==> config.mk <==
export PLATFORM = sky130hd
export DESIGN_NAME = clock_divider_mc
export DESIGN_NICKNAME = d
export VERILOG_FILES = /design/src/rtl/clock_divider_mc.sv
export SDC_FILE = /design/constraint.sdc
export NUM_CORES = 1
export LEC_CHECK = 0
export ABC_AREA = 1
export CORE_ASPECT_RATIO = 1.1
export CORE_UTILIZATION = 50
export DETAILED_ROUTE_END_ITERATION = 8
export GPL_ROUTABILITY_DRIVEN = 0
export GPL_TIMING_DRIVEN = 0
export PLACE_DENSITY = 0.67
export SETUP_SLACK_MARGIN = 0.05
export SLEW_MARGIN = 0
export SYNTH_ARGS = -nofsm -noshare
export SYNTH_HDL_FRONTEND = slang
export SYNTH_SLANG_ARGS = --single-unit
==> constraint.sdc <==
create_clock -name clk_in -period 11.69 [get_ports clk_in]
set_clock_uncertainty 0.15 [all_clocks]
set_input_delay 2.338 -clock clk_in [delete_from_list [all_inputs] [get_ports clk_in]]
set_output_delay 2.338 -clock clk_in [all_outputs]
set_load 0.01 [all_outputs]
==> src/rtl/clock_divider_mc.sv <==
// -----------------------------------------------------------------------------
// clock_divider_mc
//
// Multi-channel programmable clock divider. Each of NUM_CH channels divides
// clk_in by its own runtime WIDTH-bit divisor N (odd or even). The divided
// clock is high for ceil(N/2) cycles and low for the rest. Divisors with N < 2
// put the channel in bypass, where clk_out follows clk_in.
//
// New divisors arrive through a valid/ready config port, park in a per-channel
// pending register, and take effect only on a period boundary (counter wrap,
// enable rising, or a phase-sync request), so no runt pulses are produced.
//
// Optional build macro:
//   PHASE_SYNC_EN - adds input sync_req. A pulse restarts every enabled
//                   divide-mode channel on the same edge, phase-aligning them.
//                   Without the macro the port does not exist.
// -----------------------------------------------------------------------------
module clock_divider_mc #(
    parameter int NUM_CH      = 4,
    parameter int WIDTH       = 8,
    parameter int DEFAULT_DIV = 2,
    localparam int CH_W       = (NUM_CH > 1) ? $clog2(NUM_CH) : 1
) (
    input  logic              clk_in,
    input  logic              rst,
    input  logic [NUM_CH-1:0] ch_en,
    input  logic              cfg_valid,
    output logic              cfg_ready,
    input  logic [CH_W-1:0]   cfg_ch,
    input  logic [WIDTH-1:0]  cfg_div,
    output logic [NUM_CH-1:0] cfg_pending,
    output logic [NUM_CH-1:0] clk_out,
    output logic [NUM_CH-1:0] tick
`ifdef PHASE_SYNC_EN
    ,
    input  logic              sync_req
`endif
);

    localparam logic [WIDTH-1:0] DIV_RST = WIDTH'(DEFAULT_DIV);
    localparam logic [WIDTH-1:0] ONE     = WIDTH'(1);
    localparam logic [WIDTH-1:0] TWO     = WIDTH'(2);

    // What a channel does on the coming edge.
    typedef enum logic [1:0] {
        CH_OFF,      // disabled: hold counter at 0, output low
        CH_BYPASS,   // N < 2: output follows clk_in, apply pending at once
        CH_RESTART,  // period boundary: apply pending, start a fresh high phase
        CH_RUN       // ordinary counting inside a period
    } ch_mode_e;

    // Per-channel state.
    logic [WIDTH-1:0]  div_q  [NUM_CH];
    logic [WIDTH-1:0]  div_d  [NUM_CH];
    logic [WIDTH-1:0]  pdiv_q [NUM_CH];
    logic [WIDTH-1:0]  pdiv_d [NUM_CH];
    logic [WIDTH-1:0]  cnt_q  [NUM_CH];
    logic [WIDTH-1:0]  cnt_d  [NUM_CH];
    logic [NUM_CH-1:0] pend_q, pend_d;
    logic [NUM_CH-1:0] clk_q, clk_d;
    logic [NUM_CH-1:0] tick_q, tick_d;
    logic [NUM_CH-1:0] en_prev_q;

    logic sync;
    logic accept;

`ifdef PHASE_SYNC_EN
    assign sync = sync_req;
`else
    assign sync = 1'b0;
`endif

    // High time of a period: ceil(N/2), kept in WIDTH bits.
    function automatic logic [WIDTH-1:0] high_time(input logic [WIDTH-1:0] n);
        return n - (n >> 1);
    endfunction

    // Config port is ready when the addressed channel exists and has no
    // divisor waiting; an out-of-range channel matches nothing and stays low.
    always_comb begin
        cfg_ready = 1'b0;
        for (int ch = 0; ch < NUM_CH; ch++) begin
            if (cfg_ch == CH_W'(ch)) begin
                cfg_ready = !pend_q[ch];
            end
        end
    end

    assign accept = cfg_valid && cfg_ready;

    // Next-state logic for every channel: mode decode, counter, output and
    // tick generation, divisor apply, and capture of accepted writes.
    always_comb begin
        ch_mode_e         mode;
        logic [WIDTH-1:0] n;
        logic [WIDTH-1:0] n_new;
        logic [WIDTH-1:0] c_nxt;
        logic             wrap;
        logic             restart;

        // NOTE: every combinational output gets a default before any branch,
        // so no path can leave a value unassigned and infer a latch.
        div_d   = div_q;
        pdiv_d  = pdiv_q;
        cnt_d   = cnt_q;
        pend_d  = pend_q;
        clk_d   = clk_q;
        tick_d  = tick_q;
        mode    = CH_OFF;
        n       = '0;
        n_new   = '0;
        c_nxt   = '0;
        wrap    = 1'b0;
        restart = 1'b0;

        for (int ch = 0; ch < NUM_CH; ch++) begin
            n       = div_q[ch];
            wrap    = (cnt_q[ch] >= n - ONE);
            // A fresh period starts on enable rising, on a sync request, or
            // on a wrap that has a new divisor waiting.
            restart = !en_prev_q[ch] || sync || (wrap && pend_q[ch]);
            n_new   = pend_q[ch] ? pdiv_q[ch] : n;

            if (!ch_en[ch]) begin
                mode = CH_OFF;
            end else if (n < TWO) begin
                mode = CH_BYPASS;
            end else if (restart) begin
                mode = CH_RESTART;
            end else begin
                mode = CH_RUN;
            end

            case (mode)
                CH_OFF: begin
                    // Pending divisor is kept; it applies on re-enable.
                    cnt_d[ch]  = '0;
                    clk_d[ch]  = 1'b0;
                    tick_d[ch] = 1'b0;
                end
                CH_BYPASS: begin
                    cnt_d[ch]  = '0;
                    clk_d[ch]  = 1'b0;
                    tick_d[ch] = 1'b0;
                    if (pend_q[ch]) begin
                        div_d[ch]  = pdiv_q[ch];
                        pend_d[ch] = 1'b0;
                        // Leaving bypass starts with a high phase and a tick;
                        // staying in bypass keeps tick quiet.
                        clk_d[ch]  = (pdiv_q[ch] >= TWO);
                        tick_d[ch] = (pdiv_q[ch] >= TWO);
                    end
                end
                CH_RESTART: begin
                    div_d[ch]  = n_new;
                    pend_d[ch] = 1'b0;
                    cnt_d[ch]  = '0;
                    clk_d[ch]  = (n_new >= TWO);
                    tick_d[ch] = (n_new >= TWO);
                end
                default: begin
                    c_nxt      = wrap ? '0 : cnt_q[ch] + ONE;
                    cnt_d[ch]  = c_nxt;
                    clk_d[ch]  = (c_nxt < high_time(n));
                    tick_d[ch] = (c_nxt == '0);
                end
            endcase

            // A write accepted on the same edge as a boundary only becomes
            // pending here, so it waits for the following boundary.
            if (accept && (cfg_ch == CH_W'(ch))) begin
                pdiv_d[ch] = cfg_div;
                pend_d[ch] = 1'b1;
            end
        end
    end

    // Channel state registers; reset discards any pending divisor.
    always_ff @(posedge clk_in or posedge rst) begin
        if (rst) begin
            // NOTE: these per-channel arrays are control state, not storage,
            // so every entry is reset explicitly to a known divisor.
            for (int ch = 0; ch < NUM_CH; ch++) begin
                div_q[ch]  <= DIV_RST;
                pdiv_q[ch] <= '0;
                cnt_q[ch]  <= '0;
            end
            pend_q    <= '0;
            clk_q     <= '0;
            tick_q    <= '0;
            en_prev_q <= '0;
        end else begin
            // NOTE: non-blocking assignments so every register samples the
            // values from before this edge, independent of statement order.
            for (int ch = 0; ch < NUM_CH; ch++) begin
                div_q[ch]  <= div_d[ch];
                pdiv_q[ch] <= pdiv_d[ch];
                cnt_q[ch]  <= cnt_d[ch];
            end
            pend_q    <= pend_d;
            clk_q     <= clk_d;
            tick_q    <= tick_d;
            en_prev_q <= ch_en;
        end
    end

    // Output clock select: registered divided clock, or clk_in itself for an
    // enabled bypass channel; forced low throughout reset.
    always_comb begin
        clk_out = '0;
        for (int ch = 0; ch < NUM_CH; ch++) begin
            if (rst) begin
                clk_out[ch] = 1'b0;
            end else if (ch_en[ch] && (div_q[ch] < TWO)) begin
                clk_out[ch] = clk_in;
            end else begin
                clk_out[ch] = clk_q[ch];
            end
        end
    end

    assign tick        = tick_q;
    assign cfg_pending = pend_q;

endmodule

### Word-level counts from Yosys, hierarchy flattened

Cells that the tools add are included.

| cells by class | value |
|---|---|
| $add $sub $neg | 12 |
| $mul | 0 |
| div/mod/pow operators | 0 |
| magnitude comparators | 20 |
| eq/ne operators | 11 |
| shift operators | 0 |
| mux-type cells | 56 |
| bitwise operators | 0 |
| reduce and logical (&&, ||, !) cells | 46 |

Operator list:

| cell | number |
|---|---|
| $mux W8 | 12 |
| $ge A8 B2 Y1 const B | 8 |
| $add A8 B1 Y8 const B | 4 |
| $ge A8 B8 Y1 | 4 |
| $logic_not A8 Y1 | 4 |
| $lt A8 B2 Y1 const B | 4 |
| $lt A8 B8 Y1 | 4 |
| $sub A8 B1 Y8 const B | 4 |
| $sub A8 B7 Y8 | 4 |
| $mux W1 | 28 |
| $pmux W1 S3 | 8 |
| $mux W2 | 8 |
| $logic_and A1 B1 Y1 | 13 |
| $eq A2 B2 Y1 const B | 6 |
| $reduce_or A3 Y1 | 4 |
| $eq A2 B1 Y1 const B | 5 |
| $logic_not A2 Y1 | 5 |
| $logic_not A1 Y1 | 8 |
| $reduce_bool A2 Y1 | 4 |
| $reduce_or A2 Y1 | 4 |
| $logic_or A1 B1 Y1 | 4 |

| word-level totals | value |
|---|---|
| register bits after elaboration | 112 |
| latch bits | 0 |
| bits in writable memories | 0 |
| bits in read-only memories | 0 |
| bits of input ports | 17 |
| output and inout port bits | 13 |
| memories | 0 |

### Logic depth before layout (Yosys ltp)

| logic depth | value |
|---|---|
| depth after elaboration | 11 |
| mapped depth | 25 |
| mapped depth without buffers | 24 |

==> flow_metrics.py <==
metrics = {
    "placed_design": {
        "port_buffers": 29,
        "post-place-ws_ns": 2.77,
        "dp_hpwl_um": 14600,
    },
    "global_routing": {
        "grt-ovfl-total": 0,
        "grt_max_degree": 93,
        "grt_pass1_vias": 7052,
        "grt_usage_pct": 22.2,
        "antenna_found_initial": 0,
        "grt_pass1_wl_um": 32300,
    },
    "worst_setup_path": {
        "reg2reg_to": "clk_q[0]$_DFF_PP0_",
        "crit_path_start_kind": "clock port",
        "worstPathMaxFanout": 2,
        "critPathRequiredTime_ns": 9.20,
        "crit_type": "clk2out",
        "r2r_start": "div_q[25]$_DFFE_PP1P_",
        "crit_path_end": "clk_out[0]",
        "critPathArrivalTime_ns": 6.75,
        "crit_path_end_kind": "output pin",
        "worst-r2r-cell-count": 22,
        "r2r_setup_slack_ns": 8.10,
        "startpoint": "clk_in",
    },
    "clock_network": {
        "cts.clk_slew.worst_paths_ns": 0.07,
        "clk_latency_ns": 0.47,
        "post_cts_resize_count": 0,
        "cts_setup_buffers": 0,
        "cts_hold_buf": 0,
        "cts_tree": "done",
    },
    "logic_synthesis": {
        "synthTopCellsByArea": "dfrtp_1 30%, ha_1 19%, nand2_1 11%",
        "synth_xor_area_share_pct": 4.81,
        "postSynthAreaPerCell_um2": 7.59,
        "synth_adder_area_share_pct": 20.0,
        "yosys_warnings": 0,
        "synth_commonest_cells": "268 x nand2_1, 177 x inv_1, 136 x ha_1",
        "synth_cell_types": 41,
        "synth_compound_area_share_pct": 12.3,
        "yosys.area.top_type": "dfrtp_1",
        "syn_area_um2": 8920,
        "ys_seq_elements": 112,
        "synth.top_cell.area_share_pct": 30.3,
        "ys_seq_area_share_pct": 31.5,
        "synth_top_family_by_area": "simple AND/OR/NAND/NOR gates",
        "syn_nets": 1333,
        "synthMuxAreaShare_pct": 0,
        "syn_inst": 1176,
        "ys.flop_type": "dfrtp_1",
        "synth-edff-count": 0,
        "synthArstFlopShare_pct": 100,
        "yosysMostFrequentCell": "nand2_1",
        "yosys.area_share.simple_pct": 22.8,
    },
    "timing": {
        "holdWs_ns": 0.338,
        "tightestPinTransition_ns": 0.518,
        "rsz0062_at_grt": "false",
        "maxSlewHeadroom_pct": 65.2,
        "setup_viol": 0,
        "worst_slack_ns": 2.45,
        "finalHoldViolCount": 0,
        "final_max_slew_viol_count": 0,
        "setup_tns_ns": 0,
    },
    "pwr": {
        "p_per_area_nw_per_um2": 238,
        "p_seq_share_pct": 24.7,
        "power.leakage_nw": 5.22,
        "p_sw_mw": 1.11,
        "ir_drop_mv": 0.122,
        "p_int_mw": 1.25,
        "swShare_pct": 47.2,
        "combPwrFrac_pct": 58.4,
        "clockPowerShare_pct": 16.9,
    },
    "job": {
        "drv_cap": 0,
    },
    "detailed_routing": {
        "routed-wl-met3_um": 499,
        "highest_layer": "met4",
        "vias": 7443,
        "final_antenna_net_count": 0,
        "wl_per_cell_um": 12.9,
        "drc_errors": 0,
        "drt_iter0_markers": 354,
        "viasPerCell": 5.09,
        "drt_wl_total_um": 18800,
        "dr_wl_met2_um": 8680,
        "dr.pass1.iters": 7,
        "drt-met1-wl_um": 9300,
    },
    "floorplanning": {
        "die_area_um2": 18400,
        "start_util_pct": 51.7,
        "die_h_um": 142,
        "ioPinCount": 30,
        "die_x_um": 129,
        "core_area_um2": 17300,
        "std_cell_rows": 50,
    },
    "cells_and_area": {
        "nets": 1378,
        "drive_above_1_share_pct": 5.38,
        "antennaDiodeCount": 0,
        "fillers": 1689,
        "syn_to_final_growth_pct": 11.2,
        "multi_input_area_um2": 5340,
        "seqCellArea_um2": 2810,
    },
    "outcome": {
        "status": "complete, no violations",
    },
    "worst_hold_path": {
        "hp-class": "reg2reg",
    },
}
## through the flow
step                cell area, um^2  power (mW)  std cells  util (%)
detailed placement             9540        1.99       1440      55.2
CTS                            9920        2.39       1461      57.5
finish                         9920        2.36       1461      57.5
floorplan                      8920        1.65       1176         -
global route                   9920        2.63       1461      57.5
global placement               9510        1.95       1439      55.1
## layout by cell type, fill, tap and decap left out, types with 10 or more instances in the layout
cell               n
dfrtp_1          108
o21ai_0           88
nor3_1            22
nand2_1          268
o21ai_2           10
clkbuf_16         13
nor4_1            14
ha_1             136
clkdlybuf4s50_1   29
nor2_1           113
o21ai_1           17
xor2_1            44
inv_1            176
a21oi_1           57
nand3_1           38
## registers in the layout, summed over array words and instances (netlist names)
name and count:
cfg_pending 4, tick 4, div_q 32, pdiv_q 32, en_prev_q 4, cnt_q 32, clk_q 4
## layer usage
metal | up-vias | GRT usage, %
met4 | 0 | 8.98
met1 | 3446 | 30.0
met5 | - | 0
met3 | 23 | 2.56
met2 | 86 | 36.1
li1 | 3888 | -
## power groups by stage
stage	Clock (mW)	Combinational, mW	Sequential (mW)
floorplan	0.00693	1.08	0.566
global placement	0.0160	1.35	0.589
detailed placement	0.0160	1.38	0.590
CTS	0.414	1.40	0.583
global route	0.424	1.61	0.597
finish	0.399	1.38	0.583
## worst max-delay path: stages
cell	delay [ns]
clkbuf_16	0.13
clkbuf_16	0.14
nor2_1	0.09
nor2_1	0.07
clkdlybuf4s50_1	0.48
## layout make-up
cell class	count	area share [%]
multi-input cells	869	53.8
plain buffers	16	0.971
repair buffers	26	2.80
clock buffers	19	3.86
flip-flops and latches	112	28.3
well taps	234	2.95
clock inverters	6	0.416
inverters	179	6.87
## worst min path at each step
stage	start	endpoint	slack, ns	cells after the start
floorplan	pdiv_q[8]$_DFFE_PP0P_	div_q[8]$_DFFE_PP0P_	0.30	2
global placement	pdiv_q[13]$_DFFE_PP0P_	pdiv_q[13]$_DFFE_PP0P_	0.32	2
detailed placement	pdiv_q[12]$_DFFE_PP0P_	pdiv_q[12]$_DFFE_PP0P_	0.32	2
CTS	pdiv_q[12]$_DFFE_PP0P_	pdiv_q[12]$_DFFE_PP0P_	0.34	2
global route	pdiv_q[8]$_DFFE_PP0P_	pdiv_q[8]$_DFFE_PP0P_	0.37	2
finish	pdiv_q[8]$_DFFE_PP0P_	pdiv_q[8]$_DFFE_PP0P_	0.34	2
## cell families (layout without fill, tap and decap cells)
logic type | after synthesis | after routing
xor+xnor | 49 | 49
flops | 112 | 112
simple gates | 484 | 484
fa+ha+maj | 140 | 140
buf+inv | 195 | 246
compound gates | 196 | 196
Power figures use the tool's default switching activity.
